## config.mk

```make
export PLATFORM = sky130hd
export DESIGN_NAME = ecl_dialer
export DESIGN_NICKNAME = d
export VERILOG_FILES = /design/src/rtl/ecl_pkg.sv /design/src/rtl/ecl_cycle_counter.sv /design/src/rtl/ecl_dialer.sv
export SDC_FILE = /design/constraint.sdc
export NUM_CORES = 1
export LEC_CHECK = 0
export ABC_AREA = 1
export CORE_UTILIZATION = 50
export CTS_BUF_LIST = sky130_fd_sc_hd__clkbuf_2 sky130_fd_sc_hd__clkbuf_4 sky130_fd_sc_hd__clkbuf_8
export DETAILED_ROUTE_END_ITERATION = 16
export PLACE_DENSITY = 0.76
export SKIP_LAST_GASP = 1
export SLEW_MARGIN = 20
export SYNTH_ARGS = -nofsm -noshare
export SYNTH_HDL_FRONTEND = slang
export SYNTH_HIERARCHICAL = 1
export SYNTH_SLANG_ARGS = --single-unit
```

## constraint.sdc

```tcl
create_clock -name CLK -period 3.5 [get_ports CLK]
set_input_delay 1.05 -clock CLK [delete_from_list [all_inputs] [get_ports CLK]]
set_output_delay 1.05 -clock CLK [all_outputs]
set_load 0.01 [all_outputs]
```

## src/rtl/ecl_pkg.sv

```systemverilog
// Shared definitions for the electronic combination lock dialer: FSM state
// encoding, default combination and a counter-width helper.
package ecl_pkg;

  typedef logic [2:0] ecl_dial_state_t;

  localparam ecl_dial_state_t ST_IDLE   = 3'd0;
  localparam ecl_dial_state_t ST_CLR    = 3'd1;
  localparam ecl_dial_state_t ST_PRESS  = 3'd2;
  localparam ecl_dial_state_t ST_GAP    = 3'd3;
  localparam ecl_dial_state_t ST_WAIT   = 3'd4;
  localparam ecl_dial_state_t ST_REPORT = 3'd5;

  localparam logic [4:0] ECL_DEFAULT_CODE     = 5'b01011;
  localparam int         ECL_DEFAULT_CODE_LEN = 5;

  // Bits needed to hold 0..max_val; never less than one so that a counter
  // whose range collapses to zero still has a legal declaration.
  function automatic int ecl_cnt_width(input int max_val);
    if (max_val < 1) begin
      return 1;
    end else begin
      return $clog2(max_val + 1);
    end
  endfunction

endpackage

```

## src/rtl/ecl_cycle_counter.sv

```systemverilog
// Loadable down-counter with a zero flag. Loading takes priority over
// counting; the count sticks at zero instead of wrapping.
module ecl_cycle_counter #(
  parameter int WIDTH = 1
) (
  input  logic             CLK,
  input  logic             RESET,
  input  logic             load,
  input  logic [WIDTH-1:0] load_value,
  input  logic             dec,
  output logic             zero
);

  logic [WIDTH-1:0] count_r;

  // Reload on state entry, otherwise count down while enabled and hold at zero.
  always_ff @(posedge CLK or posedge RESET) begin
    if (RESET) begin
      count_r <= '0;
    end else if (load) begin
      count_r <= load_value;
    end else if (dec && (count_r != '0)) begin
      count_r <= count_r - WIDTH'(1);
    end else begin
      count_r <= count_r;
    end
  end

  assign zero = (count_r == '0);

endmodule

```

## src/rtl/ecl_dialer.sv

```systemverilog
// Automatic code-entry sequencer for the combination lock: clears the lock,
// replays a stored combination as one-cycle one-hot button presses separated
// by idle gaps, then waits a bounded time for UNLOCK and reports pass/fail.
// Every output is a flop so the lock never sees a glitch or a double press.
module ecl_dialer
  import ecl_pkg::*;
#(
  parameter int CODE_LEN       = ECL_DEFAULT_CODE_LEN,
  parameter int GAP_CYCLES     = 1,
  parameter int TIMEOUT_CYCLES = 4
) (
  input  logic                CLK,
  input  logic                RESET,
  input  logic                START,
  input  logic [CODE_LEN-1:0] CODE_IN,
  input  logic                UNLOCK,
  output logic                LOCK_RESET_N,
  output logic                but_0,
  output logic                but_1,
  output logic                BUSY,
  output logic                DONE,
  output logic                PASS
);

  localparam int PRESS_W  = ecl_cnt_width(CODE_LEN);
  localparam int GAP_W    = ecl_cnt_width(GAP_CYCLES);
  localparam int TO_W     = ecl_cnt_width(TIMEOUT_CYCLES);
  // Counters hold "cycles left after this one", hence the minus one.
  localparam int GAP_LOAD = (GAP_CYCLES > 0) ? (GAP_CYCLES - 1) : 0;
  localparam int TO_LOAD  = TIMEOUT_CYCLES - 1;
  localparam bit HAS_GAP  = (GAP_CYCLES > 0);

  ecl_dial_state_t     state_r;
  ecl_dial_state_t     state_next_s;
  logic [CODE_LEN-1:0] shift_r;
  logic [PRESS_W-1:0]  press_cnt_r;
  logic                press_left_s;
  logic                start_acc_s;
  logic                gap_load_s;
  logic                gap_dec_s;
  logic                gap_zero_s;
  logic                to_load_s;
  logic                to_dec_s;
  logic                to_zero_s;
  logic                lock_reset_n_r;
  logic                but_0_r;
  logic                but_1_r;
  logic                busy_r;
  logic                done_r;
  logic                pass_r;

  assign start_acc_s  = (state_r == ST_IDLE) && START;
  assign press_left_s = (press_cnt_r != '0);

  assign gap_load_s = (state_next_s == ST_GAP) && (state_r != ST_GAP);
  assign gap_dec_s  = (state_r == ST_GAP);
  assign to_load_s  = (state_next_s == ST_WAIT) && (state_r != ST_WAIT);
  assign to_dec_s   = (state_r == ST_WAIT);

  ecl_cycle_counter #(.WIDTH(GAP_W)) u_gap_cnt (
    .CLK        (CLK),
    .RESET      (RESET),
    .load       (gap_load_s),
    .load_value (GAP_W'(GAP_LOAD)),
    .dec        (gap_dec_s),
    .zero       (gap_zero_s)
  );

  ecl_cycle_counter #(.WIDTH(TO_W)) u_timeout_cnt (
    .CLK        (CLK),
    .RESET      (RESET),
    .load       (to_load_s),
    .load_value (TO_W'(TO_LOAD)),
    .dec        (to_dec_s),
    .zero       (to_zero_s)
  );

  // Next-state decode for the dial sequence.
  always_comb begin
    state_next_s = state_r;
    case (state_r)
      ST_IDLE: begin
        if (START) begin
          state_next_s = ST_CLR;
        end else begin
          state_next_s = ST_IDLE;
        end
      end
      ST_CLR: begin
        state_next_s = ST_PRESS;
      end
      ST_PRESS: begin
        if (HAS_GAP) begin
          state_next_s = ST_GAP;
        end else if (press_left_s) begin
          state_next_s = ST_PRESS;
        end else begin
          state_next_s = ST_WAIT;
        end
      end
      ST_GAP: begin
        if (!gap_zero_s) begin
          state_next_s = ST_GAP;
        end else if (press_left_s) begin
          state_next_s = ST_PRESS;
        end else begin
          state_next_s = ST_WAIT;
        end
      end
      ST_WAIT: begin
        if (UNLOCK || to_zero_s) begin
          state_next_s = ST_REPORT;
        end else begin
          state_next_s = ST_WAIT;
        end
      end
      ST_REPORT: begin
        state_next_s = ST_IDLE;
      end
      default: begin
        state_next_s = ST_IDLE;
      end
    endcase
  end

  // State register.
  always_ff @(posedge CLK or posedge RESET) begin
    if (RESET) begin
      state_r <= ST_IDLE;
    end else begin
      state_r <= state_next_s;
    end
  end

  // Combination shift register and remaining-press count; both advance on
  // every edge that enters PRESS, so the button flop sees the pre-shift MSB.
  always_ff @(posedge CLK or posedge RESET) begin
    if (RESET) begin
      shift_r     <= '0;
      press_cnt_r <= '0;
    end else if (start_acc_s) begin
      shift_r     <= CODE_IN;
      press_cnt_r <= PRESS_W'(CODE_LEN);
    end else if (state_next_s == ST_PRESS) begin
      shift_r     <= shift_r << 1'b1;
      press_cnt_r <= press_cnt_r - PRESS_W'(1);
    end else begin
      shift_r     <= shift_r;
      press_cnt_r <= press_cnt_r;
    end
  end

  // Output flops, decoded from the state being entered so each output is
  // aligned with its state and comes straight from a register.
  always_ff @(posedge CLK or posedge RESET) begin
    if (RESET) begin
      lock_reset_n_r <= 1'b1;
      but_0_r        <= 1'b0;
      but_1_r        <= 1'b0;
      busy_r         <= 1'b0;
      done_r         <= 1'b0;
    end else begin
      lock_reset_n_r <= (state_next_s != ST_CLR);
      but_0_r        <= (state_next_s == ST_PRESS) && !shift_r[CODE_LEN-1];
      but_1_r        <= (state_next_s == ST_PRESS) &&  shift_r[CODE_LEN-1];
      busy_r         <= (state_next_s != ST_IDLE);
      done_r         <= (state_next_s == ST_REPORT);
    end
  end

  // Result flag: cleared by an accepted START, decided on leaving WAIT.
  always_ff @(posedge CLK or posedge RESET) begin
    if (RESET) begin
      pass_r <= 1'b0;
    end else if (start_acc_s) begin
      pass_r <= 1'b0;
    end else if ((state_r == ST_WAIT) && UNLOCK) begin
      pass_r <= 1'b1;
    end else if ((state_r == ST_WAIT) && to_zero_s) begin
      pass_r <= 1'b0;
    end else begin
      pass_r <= pass_r;
    end
  end

  assign LOCK_RESET_N = lock_reset_n_r;
  assign but_0        = but_0_r;
  assign but_1        = but_1_r;
  assign BUSY         = busy_r;
  assign DONE         = done_r;
  assign PASS         = pass_r;

endmodule

```

==> out/qor_table.md, run 1 <==
| Item | Reported | Unit |
|:---|:---|:---|
| Relative slew slack | 58.4 | % |
| Count of endpoints failing setup in the final report | 0 | - |
| Final weighted congestion of routability-driven global placement | 0.803 | - |
| Total number of H-tree levels | 1 | - |
| Post-layout power | 1100 | uW |
| Type of the most critical hold path | register to register | - |
| Area leader, netlist | sky130_fd_sc_hd__dfrtp_1 | - |
| CP Data Arrival Time | 1370 | ps |
| First-iteration detailed-routing DRC count | 19 | - |
| Cell Pwr Density | 836 | nW/um^2 |
| Total inserted antenna cells | 0 | - |
| Adder-cell share of the synthesized area | 4.46 | % |
| Vias | 882 | - |
| Path depth of the worst reg2reg path | 10 | - |
| Period utilisation layout | 69.0 | % |
| Largest family of logic cells by synthesized area | simple AND/OR/NAND/NOR gates | - |
| CTS clock-pin slew for the worst setup and hold paths | 120 | ps |
| Clock root buffer | sky130_fd_sc_hd__clkbuf_4 | - |
| Post-cts resize count | 0 | - |
| Total Negative Setup Slacks | 0 | ps |
| Initial cell density of the core | 55.0 | % |
| Register-to-register setup slack | 1790 | ps |
| Net count, final | 176 | - |
| Area enclosed by the die boundary | 2440 | sq um |
| Area taken by multi-input logic gates | 494 | sq um |
| Synth Area in XOR/XNOR | 0.780 | % |
| Wire length of the first global-routing pass | 3.51 | mm |
| Total routing resource utilization after global routing | 19.4 | % |
| Final max-slew violation count | 0 | - |
| Element type at the critical path start | register | - |
| Worst Hold Slack | 462 | ps |
| Post-CTS Setup Inserts | 0 | - |
| Commonest non-fill, non-tap cell in the layout | sky130_fd_sc_hd__nand2_1 | - |
| Post-Syn Area per Cell | 7.79 | sq um |
| Hold buffer count at cts | 0 | - |
| Total number of clock tree sinks | 21 | - |
| Worst-path maximum fanout | 1 | - |
| Die span in x | 49.4 | microns |
| Remaining antenna violation count after routing | 0 | - |
| Number of top-level design ports | 15 | - |
| Minimum period implied by the final worst setup slack | 2420 | ps |
| Clock network latency to the later pin of the worst-skew pair | 310 | ps |
| Number of warnings issued by yosys | 6 | - |
| Capturing element type of the critical path | output pin | - |
| Die Span Y | 49.4 | microns |
| Sequential area share after synthesis | 46.9 | % |
| Capture instance of the worst register-to-register path | shift_r[4]$_DFFE_PP0P_ | - |
| Hold path startpoint | shift_r[4]$_DFFE_PP0P_ | - |
| Share of the synthesized area in the top cell type | 44.6 | % |
| Total half-perimeter wirelength after legalization and detailed placement | 1.59 | mm |
| Run status | complete, no violations | - |
| Synthesized flop and latch total | 21 | - |
| Std cell rows | 16 | - |
| Compound-gate portion of the synthesized area | 2.68 | % |
| Post-synthesis simple-gate area fraction | 34.8 | % |
| Initial antenna violation count | 0 | - |
| CP endpoint | LOCK_RESET_N | - |
| Setup CP Type | register to output pin | - |
| Synthesized instance count | 144 | - |
| DRC violation count after routing | 0 | - |
| Buffer depth of the longest clock path | 2 | - |
| Worst Clk Skew | 10.5 | ps |
| CP Data Required Time | 2450 | ps |
| Fraction of final layout cells with drive strength greater than 1 | 11.7 | % |
| Maximum resistive drop on vdd | 442 | uV |
| Biggest cell delay along the critical path | 540 | ps |
| Max-cap violation count | 0 | - |
| # port buffers | 14 | - |
| Final hold violations | 0 | - |
| Average via count per standard cell | 4.67 | - |
| RSZ-0062 raised after global routing | no | - |
| Maximum clock frequency | 414 | MHz |
| Largest delay contributor family on the critical path | flip-flops | - |
| Post-synthesis mux area share | 0 | % |
| Post-synthesis cell area | 1120 | sq um |
| Via count of the first global-routing pass | 832 | - |
| Total leakage power | 0.000717 | uW |
| TritonCTS clock tree | built | - |
| Transition time of the tightest slew-check pin | 624 | ps |
| Area overhead of the layout relative to synthesis | 17.2 | % |
| Filler Cell Count | 184 | - |
| Startpoint of the worst-slack reg-to-reg timing path | u_timeout_cnt/count_r[0]$_DFFE_PP0P_ | - |
| Post-synthesis cell type count | 20 | - |
| Max stage delay cell, worst path | sky130_fd_sc_hd__dfstp_2 | - |
| DR WL/cell | 10.7 | microns |
| Crit-path cells | clkdlybuf4s50_1 | - |
| Critical path buffers and inverters | 1 | - |
| CP Depth | 1 | - |
| Largest net degree at the start of global routing | 18 | - |
| Start point of the critical path | LOCK_RESET_N$_DFF_PP1_ | - |
| Commonest cells after routing, fill and taps aside | sky130_fd_sc_hd__nand2_1, sky130_fd_sc_hd__inv_1, sky130_fd_sc_hd__dfrtp_1 | - |
| Core outline area | 2040 | sq um |
| Total clock buffers created by CTS | 3 | - |
| Share of the core filled with cells in the final layout | 64.4 | % |
| Total routed wirelength | 2.02 | mm |
| Total global routing overflow | 0 | - |
| Detailed-routing iteration count for the pre-antenna-repair pass | 4 | - |
| Cell types occupying the most area after synthesis | sky130_fd_sc_hd__dfrtp_1, sky130_fd_sc_hd__nand2_1, sky130_fd_sc_hd__inv_1, sky130_fd_sc_hd__nand3_1, sky130_fd_sc_hd__ha_1 | - |
| FF/Latch Area | 527 | sq um |
==> logic make-up (layout without fill, tap and decap cells) <==
family / Yosys count / count (layout)
simple gates: 84 / 84
buf+inv: 26 / 42
flops: 21 / 21
compound gates: 6 / 6
fa+ha+maj: 4 / 4
other cells: 2 / 4
xor+xnor: 1 / 1
==> worst min path at each step <==
| stage | to | slack, ps | depth (start not counted) |
|---|---|---|---|
| after floorplan | but_0$_DFF_PP0_ | 420 | 1 |
| after global placement | but_0$_DFF_PP0_ | 440 | 1 |
| after detailed placement | but_0$_DFF_PP0_ | 460 | 1 |
| after CTS | but_0$_DFF_PP0_ | 470 | 1 |
| after global routing | but_0$_DFF_PP0_ | 500 | 1 |
| final | but_0$_DFF_PP0_ | 460 | 1 |
==> state kept, by name (all words and copies together), names as in the netlist <==
name / count
but_1: 1
but_0: 1
u_timeout_cnt/count_r: 3
state_r: 3
u_gap_cnt/count_r: 1
press_cnt_r: 3
PASS: 1
LOCK_RESET_N: 1
DONE: 1
BUSY: 1
shift_r: 5
==> power breakdown <==
| group | switching (uW) | internal, uW | total, uW |
|---|---|---|---|
| combinational | 349 | 217 | 566 |
| sequential | 66.0 | 342 | 408 |
| clock | 73.1 | 52.2 | 125 |
==> metrics by stage <==
step	cell area, sq um	std cells	setup WS, ps
detailed placement	1280	185	1090
CTS	1320	189	1070
global placement	1280	185	1130
finish	1320	189	1080
global route	1320	189	1030
floorplan	1130	146	1760
==> layer usage <==
| layer | GRT usage (%) | vias up | part of all wire (%) | wire length (microns) |
|---|---|---|---|---|
| li1 | - | 470 | - | - |
| met4 | 9.52 | 0 | 2.0 | 40 |
| met5 | 0 | - | 0 | 0 |
| met2 | 32.6 | 14 | 51 | 1020 |
| met1 | 24.2 | 394 | 45 | 910 |
| met3 | 2.80 | 4 | 2.3 | 46 |
==> worst register-to-register path, cell delays in order (launching register included) <==
cell and delay, ps:
sky130_fd_sc_hd__dfrtp_1 380, sky130_fd_sc_hd__inv_1 50, sky130_fd_sc_hd__ha_1 190, sky130_fd_sc_hd__ha_1 190, sky130_fd_sc_hd__nor2_1 190, sky130_fd_sc_hd__nor2_4 70
sky130_fd_sc_hd__inv_2 50, sky130_fd_sc_hd__nand3_2 190, sky130_fd_sc_hd__nand2_1 210, sky130_fd_sc_hd__nand2_1 80, sky130_fd_sc_hd__nand2_1 70
==> synthesized netlist by cell type <==
| cell | count |
|---|---|
| sky130_fd_sc_hd__conb_1 | 2 |
| sky130_fd_sc_hd__inv_1 | 21 |
| sky130_fd_sc_hd__nand3_2 | 3 |
| sky130_fd_sc_hd__nand3b_1 | 1 |
| sky130_fd_sc_hd__nand2_1 | 46 |
| sky130_fd_sc_hd__dfrtp_1 | 20 |
| sky130_fd_sc_hd__buf_4 | 1 |
| sky130_fd_sc_hd__ha_1 | 4 |
| sky130_fd_sc_hd__nand3_1 | 14 |
| sky130_fd_sc_hd__nand2_2 | 5 |
| sky130_fd_sc_hd__buf_6 | 1 |
| sky130_fd_sc_hd__nor2_2 | 1 |
| sky130_fd_sc_hd__nor2_4 | 2 |
| sky130_fd_sc_hd__xnor2_1 | 1 |
| sky130_fd_sc_hd__o21ai_0 | 6 |
| sky130_fd_sc_hd__nand4_1 | 1 |
| sky130_fd_sc_hd__nor3_1 | 2 |
| sky130_fd_sc_hd__dfstp_2 | 1 |
| sky130_fd_sc_hd__inv_2 | 3 |
| sky130_fd_sc_hd__nor2_1 | 9 |
==> final cells by class <==
type / instances / area share [%]
Multi-Input combinational cell: 99 / 37.6
Inverter: 24 / 6.85
Tap cell: 27 / 2.57
Clock buffer: 4 / 2.28
Sequential cell: 21 / 40.1
Timing Repair Buffer: 14 / 10.7
Note: power is estimated with default switching activity, not from simulation.
==> inputs of run 2 (changes only) <==
clock period = 2.4 ns   (was 3.5 ns; I/O delays follow)
==> out/qor_table.md, run 2 (synthesis gave the netlist of run 1 again) <==
| Item | Reported | Unit | Change |
|:---|:---|:---|:---|
| Run status | complete, no violations | - |  |
| Max stage delay cell, worst path | sky130_fd_sc_hd__dfstp_2 | - |  |
| Final max-slew violation count | 0 | - | unchanged |
| Initial cell density of the core | 55.0 | % | unchanged |
| Path depth of the worst reg2reg path | 10 | - | unchanged |
| Total clock buffers created by CTS | 3 | - | unchanged |
| Worst-path maximum fanout | 1 | - | unchanged |
| # port buffers | 14 | - | unchanged |
| Crit-path cells | clkdlybuf4s50_1 | - |  |
| CTS clock-pin slew for the worst setup and hold paths | 120 | ps | about the same |
| Total Negative Setup Slacks | 0 | ps | unchanged |
| Power share of the combinational group | 51.9 | % | +0.4 points |
| Period utilisation layout | 86.3 | % |  |
| Worst Clk Skew | 2.02 | ps | -8.52 ps |
| Die span in x | 49.4 | microns | unchanged |
| Clock network latency to the later pin of the worst-skew pair | 300 | ps | about the same |
| Post-route cell area | 1320 | sq um | +0.38% |
| First-iteration detailed-routing DRC count | 16 | - | -3 |
| Switching pwr | 720 | uW | +48% |
| Final hold violations | 0 | - | unchanged |
| DR WL/cell | 10.9 | microns | +1.6% |
| CP Data Arrival Time | 1350 | ps | -20 ps |
| Clock root buffer | sky130_fd_sc_hd__clkbuf_4 | - |  |
| Core outline area | 2040 | sq um | unchanged |
| Wire length of the first global-routing pass | 3.75 | mm | +7.1% |
| DRC violation count after routing | 0 | - | unchanged |
| Commonest cells after routing, fill and taps aside | sky130_fd_sc_hd__nand2_1, sky130_fd_sc_hd__inv_1, sky130_fd_sc_hd__dfrtp_1 | - |  |
| Area taken by multi-input logic gates | 494 | sq um | unchanged |
| Capture instance of the worst register-to-register path | press_cnt_r[2]$_DFFE_PP0P_ | - |  |
| Total number of H-tree levels | 1 | - | unchanged |
| Number of top-level design ports | 15 | - | unchanged |
| Total routed wirelength | 2.06 | mm | +2.2% |
| Remaining antenna violation count after routing | 0 | - | unchanged |
| Hold buffer count at cts | 0 | - | unchanged |
| Maximum resistive drop on vdd | 559 | uV | +27% |
| Max-cap violation count | 0 | - | unchanged |
| Relative slew slack | 57.3 | % | -1.1 points |
| Post-CTS Setup Inserts | 0 | - | unchanged |
| Post-layout power | 1600 | uW | +46% |
| Number of stages on the worst hold path | 1 | - | unchanged |
| Total number of clock tree sinks | 21 | - | unchanged |
| Post-cts resize count | 0 | - | unchanged |
| Average via count per standard cell | 4.98 | - | +6.7% |
| Biggest cell delay along the critical path | 540 | ps | about the same |
| Max FFs per register | 5 | - | unchanged |
| Count of endpoints failing setup in the final report | 0 | - | unchanged |
| Cell-internal power | 882 | uW | +44% |
| Area post-placement | 1290 | sq um | +0.58% |
| Total half-perimeter wirelength after legalization and detailed placement | 1.59 | mm | -0.23% |
| Maximum clock frequency | 483 | MHz |  |
| Total global routing overflow | 0 | - | unchanged |
| Clock network power share | 10.7 | % | -0.7 points |
| Largest delay contributor family on the critical path | flip-flops | - |  |
| Transition time of the tightest slew-check pin | 640 | ps | +16.3 ps |
| Largest net degree at the start of global routing | 18 | - | unchanged |
| Via count of the first global-routing pass | 904 | - | +8.7% |
| Filler Cell Count | 199 | - | +8.2% |
| Die Span Y | 49.4 | microns | unchanged |
| Setup CP Type | register to output pin | - |  |
| CP Data Required Time | 1680 | ps | -770 ps |
| Cell Pwr Density | 1210 | nW/um^2 | +45% |
| Register-to-register setup slack | 670 | ps | -1120 ps |
| Final weighted congestion of routability-driven global placement | 0.799 | - | -0.45% |
| Net count, final | 177 | - | +0.57% |
| Detailed-routing iteration count for the pre-antenna-repair pass | 4 | - | unchanged |
| Share of the core filled with cells in the final layout | 64.6 | % | +0.25 points |
| Area overhead of the layout relative to synthesis | 17.6 | % |  |
| Element type at the critical path start | register | - |  |
| Switching Share | 45.0 | % | +0.59 points |
| RSZ-0062 raised after global routing | no | - |  |
| Total inserted antenna cells | 0 | - | unchanged |
| Largest Register | shift_r | - |  |
| Total leakage power | 0.000720 | uW | +0.50% |
| FF/Latch Area | 527 | sq um | unchanged |
| Buffer depth of the longest clock path | 2 | - | unchanged |
| Type of the most critical hold path | register to register | - |  |
| Vias | 946 | - | +7.3% |
| Capturing element type of the critical path | output pin | - |  |
| Commonest non-fill, non-tap cell in the layout | sky130_fd_sc_hd__nand2_1 | - |  |
| Std cell rows | 16 | - | unchanged |
| TritonCTS clock tree | built | - |  |
| Critical path buffers and inverters | 1 | - | unchanged |
| Initial antenna violation count | 0 | - | unchanged |
| Minimum period implied by the final worst setup slack | 2070 | ps |  |
| Startpoint of the worst-slack reg-to-reg timing path | u_timeout_cnt/count_r[0]$_DFFE_PP0P_ | - |  |
| Total routing resource utilization after global routing | 19.8 | % | +0.46 points |
| Area enclosed by the die boundary | 2440 | sq um | unchanged |
| WHS Endpoint | but_0$_DFF_PP0_ | - |  |
| Fraction of final layout cells with drive strength greater than 1 | 12.3 | % | +0.54 points |
| Hold path startpoint | shift_r[4]$_DFFE_PP0P_ | - |  |
| Sequential cell fraction of total power | 37.3 | % | +0.2 points |
-- run 2: worst max path at each step --
stage / depth (start not counted) / startpoint / endpoint
after floorplan: 10 / u_timeout_cnt/count_r[0]$_DFFE_PP0P_ / press_cnt_r[0]$_DFFE_PP0P_
after global placement: 8 / START / shift_r[2]$_DFFE_PP0P_
after detailed placement: 8 / START / shift_r[2]$_DFFE_PP0P_
after CTS: 1 / LOCK_RESET_N$_DFF_PP1_ / LOCK_RESET_N
after global routing: 1 / LOCK_RESET_N$_DFF_PP1_ / LOCK_RESET_N
final: 1 / LOCK_RESET_N$_DFF_PP1_ / LOCK_RESET_N
-- run 2: layout make-up --
| type | count | area share [%] |
|---|---|---|
| sequential | 21 | 39.9 |
| inverter | 24 | 6.82 |
| clock buffer | 3 | 1.71 |
| timing repair buffer | 15 | 11.2 |
| multi-input combinational | 99 | 37.4 |
| clock inverter | 1 | 0.379 |
| tap | 27 | 2.56 |
-- run 2: power groups by stage --
stage	combinational [uW]	sequential, uW	clock, uW
floorplan	643	597	0
global placement	795	595	0
detailed placement	829	599	0
CTS	831	595	173
global route	962	614	191
finish	832	598	172
-- run 2: metal layers --
layer / global-route usage, % / wire length (microns) / vias to the layer above
met5: 0 / 0 / -
met1: 24.8 / 948 / 442
met4: 5.24 / 17 / 0
met2: 35.6 / 1020 / 26
li1: - / - / 474
met3: 2.80 / 80 / 4
-- run 2: per-stage QoR --
| stage | instances | setup WS [ps] | hold WS (ps) |
|---|---|---|---|
| after floorplan | 146 | 946 | 424 |
| after CTS | 190 | 328 | 475 |
| final | 190 | 329 | 479 |
| after global placement | 186 | 363 | 446 |
| after global routing | 190 | 302 | 504 |
| after detailed placement | 186 | 324 | 459 |
==> inputs of run 3 (changes only) <==
CORE_MARGIN = 1.5   (was unset)
==> out/qor_table.md, run 3 (synthesis gave the netlist of run 1 again) <==
| Item | Reported | Unit | Change |
|:---|:---|:---|:---|
| Largest net degree at the start of global routing | 18 | - | unchanged |
| Critical path buffers and inverters | 1 | - | unchanged |
| Commonest cells after routing, fill and taps aside | sky130_fd_sc_hd__nand2_1, sky130_fd_sc_hd__inv_1, sky130_fd_sc_hd__dfrtp_1 | - |  |
| Capturing element type of the critical path | output pin | - |  |
| Count of endpoints failing setup in the final report | 0 | - | unchanged |
| DRC violation count after routing | 0 | - | unchanged |
| Clock root buffer | sky130_fd_sc_hd__clkbuf_4 | - |  |
| Worst path setup slack after routing | 326 | ps | -3.46 ps |
| Number of top-level design ports | 15 | - | unchanged |
| Biggest cell delay along the critical path | 530 | ps | about the same |
| Max stage delay cell, worst path | sky130_fd_sc_hd__dfstp_2 | - |  |
| Max-cap violation count | 0 | - | unchanged |
| Std cell rows | 16 | - | unchanged |
| Total clock buffers created by CTS | 3 | - | unchanged |
| Total number of clock tree sinks | 21 | - | unchanged |
| Worst Clk Skew | 2.86 | ps | +0.842 ps |
| Hold buffer count at cts | 0 | - | unchanged |
| Average via count per standard cell | 4.74 | - | -4.8% |
| Setup CP Type | register to output pin | - |  |
| Type of the most critical hold path | register to register | - |  |
| Core outline area | 2040 | sq um | unchanged |
| Maximum clock frequency | 482 | MHz | -0.17% |
| Run status | complete, no violations | - |  |
| Setup WS pre-CTS | 300 | ps | -23.4 ps |
| Cell Pwr Density | 1200 | nW/um^2 | -1.0% |
| Total leakage power | 0.000716 | uW | -0.59% |
| Initial antenna violation count | 0 | - | unchanged |
| Die span in x | 50.4 | microns | +2.0% |
| Worst Hold Slack | 458 | ps | -20.5 ps |
| DR WL/cell | 10.1 | microns | -6.7% |
| Worst-path maximum fanout | 1 | - | unchanged |
| Commonest non-fill, non-tap cell in the layout | sky130_fd_sc_hd__nand2_1 | - |  |
| Net count, final | 176 | - | -0.56% |
| Final hold violations | 0 | - | unchanged |
| Relative slew slack | 59.2 | % | +1.9 points |
| Start point of the critical path | LOCK_RESET_N$_DFF_PP1_ | - |  |
| Wire length of the first global-routing pass | 3.34 | mm | -11% |
| Area overhead of the layout relative to synthesis | 16.9 | % |  |
| Startpoint of the worst-slack reg-to-reg timing path | u_timeout_cnt/count_r[0]$_DFFE_PP0P_ | - |  |
| Largest delay contributor family on the critical path | flip-flops | - |  |
| Die Span Y | 50.4 | microns | +2.0% |
| Total global routing overflow | 0 | - | unchanged |
| Post-cts resize count | 0 | - | unchanged |
| Maximum resistive drop on vdd | 678 | uV | +21% |
| Total inserted antenna cells | 0 | - | unchanged |
| Final max-slew violation count | 0 | - | unchanged |
| Total number of H-tree levels | 1 | - | unchanged |
| Element type at the critical path start | register | - |  |
| Transition time of the tightest slew-check pin | 612 | ps | -28.4 ps |
| Via count of the first global-routing pass | 809 | - | -11% |
| CP Data Arrival Time | 1350 | ps | about the same |
| Initial cell density of the core | 55.0 | % | unchanged |
| # port buffers | 14 | - | unchanged |
| RSZ-0062 raised after global routing | no | - |  |
| Total Negative Setup Slacks | 0 | ps | unchanged |
| Buffer depth of the longest clock path | 2 | - | unchanged |
| Total half-perimeter wirelength after legalization and detailed placement | 1.49 | mm | -6.2% |
| Hold path startpoint | shift_r[4]$_DFFE_PP0P_ | - |  |
| Final weighted congestion of routability-driven global placement | 0.849 | - | +6.2% |
| Minimum period implied by the final worst setup slack | 2070 | ps | +3.46 ps |
| Remaining antenna violation count after routing | 0 | - | unchanged |
| Fraction of final layout cells with drive strength greater than 1 | 11.7 | % | -0.54 points |
| Period utilisation layout | 86.4 | % | +0.14 points |
| First-iteration detailed-routing DRC count | 24 | - | +8 |
| Vias | 896 | - | -5.3% |
| Max FFs per register | 5 | - | unchanged |
| Crit-path cells | clkdlybuf4s50_1 | - |  |
| CP Data Required Time | 1680 | ps | about the same |
| Total routed wirelength | 1.91 | mm | -7.2% |
| Detailed-routing iteration count for the pre-antenna-repair pass | 4 | - | unchanged |
| CTS clock-pin slew for the worst setup and hold paths | 120 | ps | about the same |
| Area enclosed by the die boundary | 2540 | sq um | +4.1% |
| Post-CTS Setup Inserts | 0 | - | unchanged |
| Largest Register | shift_r | - |  |
| TritonCTS clock tree | built | - |  |
| Clock network latency to the later pin of the worst-skew pair | 310 | ps | about the same |
| Total routing resource utilization after global routing | 17.5 | % | -2.3 points |
[run 3: cell types whose count changed in the layout (fill, tap and decap cells not counted), sizes merged]
cell,delta
buf,-1
[run 3: metal layers]
layer	track usage [%]	routed length (microns)
met1	23.3	942
met4	8.11	32
met2	28.1	884
met3	2.68	54
met5	0	0
[run 3: final timing paths]
kind | end | slack, ps | cells after the start
worst max-delay path | LOCK_RESET_N | 330 | 1
worst min-delay path | but_0$_DFF_PP0_ | 460 | 1
worst max register to register | shift_r[3]$_DFFE_PP0P_ | 690 | 10
worst min register to register | but_0$_DFF_PP0_ | 460 | 1
max in group asynchronous | but_1$_DFF_PP0_ | 1180 | 2
min in group asynchronous | u_gap_cnt/count_r$_DFFE_PP0P_ | 580 | 2
[run 3: power by group]
group | internal (uW) | switching [uW] | leakage, uW | total (uW)
Clock | 62.2 | 110 | 0.0000177 | 172
Sequential | 498 | 95.2 | 0.000263 | 594
Combinational | 314 | 497 | 0.000435 | 811
[run 3: area by class of cell]
| cell class | count | area [sq um] |
|---|---|---|
| Fill cell | 188 | 729 |
| Timing Repair Buffer | 14 | 140 |
| Sequential cell | 21 | 527 |
| Tap cell | 27 | 33.8 |
| Multi-Input combinational cell | 99 | 494 |
| Clock buffer | 3 | 22.5 |
| Clock inverter | 1 | 5.00 |
| Inverter | 24 | 90.1 |
[run 3: through the flow]
stage                     power [uW]  util [%]  std cells  cell area (sq um)
after floorplan                 1240         -        146               1130
after global placement          1390      62.9        185               1280
after detailed placement        1410      62.9        185               1280
after CTS                       1590      64.3        189               1310
after global routing            1750      64.3        189               1310
final                           1580      64.3        189               1310
